## src/rtl/tile_load_driver.sv

```systemverilog
// ---------------------------------------------------------------------------
// tile_load_driver
//
// Upstream feeder for the convolution chip. One load_start runs NB_TILES
// tiles. For each tile the driver accepts MAIN_WORDS host (addr,data) words
// and replays them onto a_input/b_input with int_mem_we. It then accepts
// OVERLAP_WORDS more words and replays them with overlap_cache_we. After one
// flush cycle it pulses data_ready and waits for fsm_done before it starts
// the next tile.
//
// Optional feature (macro TILE_ADDR_CHECK_EN):
//   When defined, a word with an out-of-range address is consumed but not
//   written, and the sticky addr_err flag is set. When undefined, every
//   consumed word is written and addr_err is tied to 0.
//
// Ports
//   clk              clock
//   arst_n_in        asynchronous reset, active low
//   load_start       start a run of NB_TILES tiles (sampled in IDLE only)
//   in_addr/in_data  host word; in_valid/in_ready handshake
//   fsm_done         chip finished computing the current tile
//   a_input/b_input  registered write address/data to the chip
//   int_mem_we       write strobe, input/kernel memories
//   overlap_cache_we write strobe, overlap cache
//   data_ready       1-cycle pulse: tile fully written
//   tile_idx         tiles completed in the current run
//   busy             driver is not idle
//   addr_err         sticky out-of-range address flag
// ---------------------------------------------------------------------------
module tile_load_driver #(
  parameter int IO_DATA_WIDTH = 16,
  parameter int MAIN_WORDS    = 16896,
  parameter int OVERLAP_WORDS = 256,
  parameter int NB_TILES      = 32
) (
  input  logic                         clk,
  input  logic                         arst_n_in,
  input  logic                         load_start,
  input  logic [IO_DATA_WIDTH-1:0]     in_addr,
  input  logic [IO_DATA_WIDTH-1:0]     in_data,
  input  logic                         in_valid,
  output logic                         in_ready,
  input  logic                         fsm_done,
  output logic [IO_DATA_WIDTH-1:0]     a_input,
  output logic [IO_DATA_WIDTH-1:0]     b_input,
  output logic                         int_mem_we,
  output logic                         overlap_cache_we,
  output logic                         data_ready,
  output logic [$clog2(NB_TILES+1)-1:0] tile_idx,
  output logic                         busy,
  output logic                         addr_err
);

  localparam int MAX_WORDS = (MAIN_WORDS > OVERLAP_WORDS) ? MAIN_WORDS : OVERLAP_WORDS;
  localparam int CW        = $clog2(MAX_WORDS + 1);
  localparam int TW        = $clog2(NB_TILES + 1);

  typedef enum logic [2:0] {
    IDLE,
    LOAD_MAIN,
    LOAD_OVL,
    FLUSH,
    WAIT_DONE
  } state_t;

  state_t          state;
  logic [CW-1:0]   word_cnt;
  logic            transfer;
  logic            last_main;
  logic            last_ovl;
  logic            last_tile;
  logic            addr_ok;

  // The handshake must be combinational so a word is taken in the same cycle
  // the host presents it.
  assign in_ready  = (state == LOAD_MAIN) || (state == LOAD_OVL);
  assign busy      = (state != IDLE);
  assign transfer  = in_ready && in_valid;
  assign last_main = (word_cnt == CW'(MAIN_WORDS - 1));
  assign last_ovl  = (word_cnt == CW'(OVERLAP_WORDS - 1));
  assign last_tile = ((tile_idx + TW'(1)) == TW'(NB_TILES));

  // Address legality of the word currently on the host bus.
  // NOTE: every variable written in always_comb gets a default first, so no
  // path leaves it unassigned and no latch is inferred.
  always_comb begin
    addr_ok = 1'b1;
`ifdef TILE_ADDR_CHECK_EN
    if (state == LOAD_OVL) begin
      addr_ok = (in_addr[15:8] == 8'h00);
    end else if (in_addr[15]) begin
      addr_ok = (in_addr[14:9] == 6'h00);    // kernel memory is 512 words
    end else begin
      addr_ok = !in_addr[14];                // input memory is 16K words
    end
`endif
  end

`ifndef TILE_ADDR_CHECK_EN
  assign addr_err = 1'b0;
`endif

  // NOTE: sequential state uses non-blocking assignments only, so every flop
  // samples pre-edge values regardless of statement order.
  // NOTE: the datapath registers (a_input/b_input) are reset too. Resetting
  // them keeps the outputs defined at 0 out of reset, and they are only
  // 2*IO_DATA_WIDTH flops, not a memory.
  always_ff @(posedge clk or negedge arst_n_in) begin
    if (!arst_n_in) begin
      state            <= IDLE;
      word_cnt         <= '0;
      tile_idx         <= '0;
      a_input          <= '0;
      b_input          <= '0;
      int_mem_we       <= 1'b0;
      overlap_cache_we <= 1'b0;
      data_ready       <= 1'b0;
`ifdef TILE_ADDR_CHECK_EN
      addr_err         <= 1'b0;
`endif
    end else begin
      // Strobes are single-cycle: they are high only in the cycle after a transfer.
      int_mem_we       <= 1'b0;
      overlap_cache_we <= 1'b0;
      data_ready       <= 1'b0;

      case (state)
        IDLE: begin
          if (load_start) begin
            state    <= LOAD_MAIN;
            tile_idx <= '0;
            word_cnt <= '0;
`ifdef TILE_ADDR_CHECK_EN
            addr_err <= 1'b0;
`endif
          end
        end

        LOAD_MAIN: begin
          if (transfer) begin
            if (addr_ok) begin
              a_input    <= in_addr;
              b_input    <= in_data;
              int_mem_we <= 1'b1;
            end
`ifdef TILE_ADDR_CHECK_EN
            else begin
              addr_err <= 1'b1;
            end
`endif
            if (last_main) begin
              word_cnt <= '0;
              state    <= (OVERLAP_WORDS == 0) ? FLUSH : LOAD_OVL;
            end else begin
              word_cnt <= word_cnt + CW'(1);
            end
          end
        end

        LOAD_OVL: begin
          if (transfer) begin
            if (addr_ok) begin
              a_input          <= in_addr;
              b_input          <= in_data;
              overlap_cache_we <= 1'b1;
            end
`ifdef TILE_ADDR_CHECK_EN
            else begin
              addr_err <= 1'b1;
            end
`endif
            if (last_ovl) begin
              word_cnt <= '0;
              state    <= FLUSH;
            end else begin
              word_cnt <= word_cnt + CW'(1);
            end
          end
        end

        // The last strobe is visible during FLUSH; data_ready follows it.
        FLUSH: begin
          data_ready <= 1'b1;
          state      <= WAIT_DONE;
        end

        WAIT_DONE: begin
          if (fsm_done) begin
            tile_idx <= tile_idx + TW'(1);
            word_cnt <= '0;
            state    <= last_tile ? IDLE : LOAD_MAIN;
          end
        end

        default: state <= IDLE;
      endcase
    end
  end

endmodule

```

## config.mk

```make
export PLATFORM = sky130hd
export DESIGN_NAME = tile_load_driver
export DESIGN_NICKNAME = d
export VERILOG_FILES = /design/src/rtl/tile_load_driver.sv
export SDC_FILE = /design/constraint.sdc
export NUM_CORES = 1
export LEC_CHECK = 0
export CAP_MARGIN = 20
export CELL_PAD_IN_SITES_DETAIL_PLACEMENT = 2
export CELL_PAD_IN_SITES_GLOBAL_PLACEMENT = 2
export CORE_ASPECT_RATIO = 1.2
export CORE_UTILIZATION = 42
export CTS_CLUSTER_DIAMETER = 40
export CTS_CLUSTER_SIZE = 28
export DETAILED_ROUTE_END_ITERATION = 8
export DONT_BUFFER_PORTS = 1
export GPL_TIMING_DRIVEN = 0
export PLACE_DENSITY_LB_ADDON = 0.25
export RECOVER_POWER = 50
export SYNTH_ARGS = -nofsm -noshare
export SYNTH_HDL_FRONTEND = slang
export SYNTH_SLANG_ARGS = --single-unit
export TNS_END_PERCENT = 100
```

## constraint.sdc

```tcl
create_clock -name clk -period 5.8 [get_ports clk]
set_clock_uncertainty 0.05 [all_clocks]
set_input_delay 0.87 -clock clk [delete_from_list [all_inputs] [get_ports clk]]
set_output_delay 0.87 -clock clk [all_outputs]
set_load 0.01 [all_outputs]
```

# == After elaboration in Yosys (flattened, before gate mapping) ==
# Cells that the tools add are included.
# op_classes
mux,22
n_addsub,2
eq_ne,13
n_reduce_logical,11
# op_table
op,count
$mux 15,6
$pmux 15 s4,1
$mux 3,6
$add 15x1->15 const B,1
$eq 15x15->1 const B,1
$eq 15x8->1 const B,1
$pmux 3 s5,1
$mux 6,2
$ne 2x2->1 const B,6
$pmux 6 s2,1
$add 6x1->6 const B,1
$eq 3x2->1 const B,2
$eq 6x6->1 const B,1
$reduce_and 6->1,1
$mux 1,5
$reduce_and 5->1,1
$reduce_bool 4->1,1
$eq 3x1->1 const B,1
$eq 3x3->1 const B,1
$logic_not 3->1,1
$reduce_and 3->1,1
$reduce_bool 3->1,1
$reduce_and 2->1,1
$reduce_bool 2->1,1
3 further kinds,3
# word_totals
output_inout_bits,44
regBits,59

# == Logic depth before layout (Yosys ltp) ==
# depth
ltp_word,5
depth_mapped,7
mapped_depth_nobuf,6

# == Worst setup path before layout ==
# OpenSTA, ideal clock, no wires.
# synth_timing
path_type,input port to flip-flop
start,in in_valid
end,reg word_cnt[8]
arrival_ns,2.215
n_path_buf,1
required_time_ns,5.609
setup_time_ns,0.141
path_stages,6
setup_slack_ns,3.394
cell_sequence,mux2_2 a211oi_1 buf_2 nor3_1 o21ai_0 o221ai_1
# synth_via
elab_chain_len,3
word_cells_on_any_way,4
classes_between,eq/ne (2); reduce/logical (2)
# synth_lines
item,line,text
from (decl),41,"input logic in_valid,"
$logic_and 1x1->1 (*),78,assign transfer = in_ready && in_valid;
$ne 2x2->1 (no source line),-,
$reduce_and 5->1 (no source line) (*),-,
to (signal assigned),155,word_cnt <= word_cnt + CW'(1);
to (signal assigned),176,word_cnt <= word_cnt + CW'(1);
to (decl),67,logic [CW-1:0] word_cnt;
# Mark *: on every way between the ends. The rest lies on a longest branch, timed or not.
# A chain may end at the register's enable or synchronous reset.

# == Worst setup path after layout ==
# layout_timing
start,reg word_cnt[0]
end,reg word_cnt[10]
# layout_via
elab_chain_len,4
word_cells_on_any_way,8
classes_between,add/sub (1); eq/ne (2); mux (5)
# layout_lines
item,line,text
$add 15x1->15 (tied with other cells),"155, 176",
"$mux 15, on equally long branches","172, 151",
"$mux 15, on equally long branches","161, 140",
$pmux 15 s4 (*),127,case (state)
# Mark *: on every way between the ends. The rest lies on a longest branch, timed or not. The select of a mux whose other input is x is not followed.

==> impl_metrics.tcl <==
set metrics [dict create \
    cpPeakStageDelay_ps 670 \
    endpoint_kind "flip-flop" \
    yosysWarnings 0 \
    leakagePower_nw 1.27 \
    cts_tree "built" \
    relSlewSlack_pct 42.5 \
    final_common_cell "dfrtp_1" \
    path_class "flip-flop to flip-flop" \
    n_fill_cell 623 \
    path_buf_inv 1 \
    worstPathArrival_ps 2800 \
    comb_power_share_pct 33.0 \
    synth_seq_area_share_pct 53.6 \
    worst-slew-pin-transition_ps 859 \
    fin_nets 293 \
    cts_resized 0 \
    finalHoldViolCount 0 \
    fmax_mhz 385 \
    clk_latency_ps 350 \
    p_clk_share_pct 22.9 \
    grt_pass1_vias 2243 \
    cp_slowest_cell "a31oi_1" \
    start_kind "flip-flop" \
    drt_iter0_drc 59 \
    cp_top_family "compound AO/OA/AOI/OAI gates" \
    drt.antenna.violating_nets 0 \
    swShare_pct 39.5 \
    wl_per_cell_um 20.0 \
    hold_class "input pin to asynchronous set/reset pin" \
    synth_top_area_share_pct 53.6 \
    worstPathMaxFanout 8 \
    track_usage_pct 22.0 \
    p_seq_share_pct 44.1 \
    p_sw_w 0.000677 \
    finalWirelength_um 6810 \
    synth_area_leaders "dfrtp_1, mux2_2, o21ai_0, nand2_1, nand3_1" \
    syn-num-nets 282 \
    die_h_um 90.7 \
    power.internal_w 0.00104 \
    outcome "finished clean" \
    n_antenna_cell 0 \
    portBuffers 0 \
    yosysUniqueCellTypes 49 \
    grt_pass1_wl_um 11500 \
    crit_path_cell_trace "ha_1 > and3_1 > and4_1 > buf_2 > a31oi_1 > nor2_1 > o21ai_0" \
    die-area_sq_mm 0.00689 \
    drive_above_1_share_pct 24.7 \
    layout_common_cells "dfrtp_1, mux2_2, nand2_1, o21ai_0, nor2_1" \
    vias 1994 \
    place_congestion 0.757 \
    antenna_found_initial 0 \
    start_util_pct 44.7 \
    finalCritPeriodShare_pct 44.8 \
    grt_overflow 0 \
    cp.required_ps 6000 \
    viasPerCell 5.85 \
    vdd_ir_drop_max_mv 0.265 \
    synthArstFlopShare_pct 100 \
    fp.coreArea_sq_mm 0.00617 \
    grt_start_max_net_pins 60 \
    finalMaxSlewViolations 0 \
    period_needed_ps 2600 \
    num_rows 31 \
    synthCells 243 \
    setup_viol 0 \
    synth-seq-cells 59 \
    synth_area_sq_mm 0.00276 \
    fin_util_pct 49.6 \
    ios 81 \
    drtPass1Iterations 4 \
    cts_buffer_depth 2 \
    ctsRootBufferMaster "clkbuf_8" \
    synth_edf_count 0 \
    synthFlopType "dfrtp_1" \
    clock_sinks 59 \
    power.total_w 0.00171 \
    dpl.hpwl_um 4470 \
    power_density_mw_per_mm2 560 \
    clk_pin_slew_worst_paths_ps 80 \
    maxCapViolCount 0 \
    tns_ps 0 \
    area_growth_syn_to_layout_pct 11.0 \
    yosys.area.top_type "dfrtp_1" \
    syn_area_per_cell_sq_um 11.3 \
    holdBufCountCts 0 \
    rsz0062_at_grt "false" \
    cts-buffers-inserted 9 \
    drc 0 \
    htree_levels 3 \
    cts_setup_buffers 0 \
    die_w_um 76.0 \
]
worst register-to-register path, stage by stage, from the launching register on:
cell	delay, ps
dfrtp_1	400
ha_1	240
and3_1	260
and4_1	220
buf_2	160
a31oi_1	670
nor2_1	240
o21ai_0	270
cells by family after synthesis:
family          after synthesis  share of synthesized area [%]
flops                        59                           53.6
xor+xnor                      4                           1.27
fa+ha+maj                     2                          0.908
simple gates                 88                           17.6
other cells                   1                          0.136
buf+inv                      14                           2.95
compound gates               40                           9.35
mux                          35                           14.2
final timing paths:
path | start | slack [ps] | to | cells after the start
max in group asynchronous | arst_n_in | 5440 | tile_idx[0] | 0
setup reg to reg | word_cnt[0] | 3200 | word_cnt[10] | 7
hold reg to reg | word_cnt[1] | 470 | word_cnt[1] | 1
setup / recovery | word_cnt[0] | 3200 | word_cnt[10] | 7
min in group clk | word_cnt[1] | 470 | word_cnt[1] | 1
hold / removal | arst_n_in | 150 | tile_idx[5] | 0
cells in the mapped netlist (all sizes together) (4+ instances only):
| cell | number |
|---|---|
| buf | 6 |
| dfrtp | 59 |
| mux2 | 33 |
| nand2 | 20 |
| nand3 | 12 |
| or3 | 4 |
| and3 | 6 |
| nor3 | 13 |
| o21ai | 20 |
| a21oi | 6 |
| xnor2 | 4 |
| nor2 | 14 |
| clkbuf | 5 |
routing by layer:
layer / up-vias / share of wire (%) / track usage [%]
li1: 899 / - / -
met1: 1021 / 40 / 24.6
met2: 62 / 52 / 37.6
met3: 12 / 6.3 / 6.97
met4: 0 / 2.0 / 10.9
met5: - / 0 / 0
per-stage QoR:
stage | hold WS [ps] | cells | worst slack [ps] | instance area [sq um]
6_report | 155 | 341 | 3200 | 3060
3_3_place_gp | 447 | 325 | 3170 | 2860
4_1_cts | 136 | 341 | 3200 | 3070
2_1_floorplan | 428 | 243 | 3390 | 2760
3_5_place_dp | 461 | 325 | 3090 | 2860
5_1_grt | 134 | 341 | 3040 | 3060
flip-flops by register name (all words and copies together) (netlist names):
register / flops
int_mem_we: 1
a_input: 16
data_ready: 1
b_input: 16
word_cnt: 15
overlap_cache_we: 1
tile_idx: 6
state: 3
final cells by class:
class | count | area, sq um | area share, %
sequential | 59 | 1480 | 48.2
multi-input combinational | 170 | 1200 | 39.2
clock buffer | 9 | 124 | 4.05
tap | 82 | 103 | 3.35
clock inverter | 7 | 85.1 | 2.78
buffer | 11 | 62.6 | 2.04
inverter | 3 | 11.3 | 0.368
power by group through the flow:
stage	Combinational, W	Sequential [W]	Clock, W
final	0.000565	0.000756	0.000393
after global routing	0.000627	0.000780	0.000423
after CTS	0.000578	0.000763	0.000409
after detailed placement	0.000569	0.000765	0
after global placement	0.000544	0.000761	0
after floorplan	0.000455	0.000727	0
(Power assumes the default switching activity.)
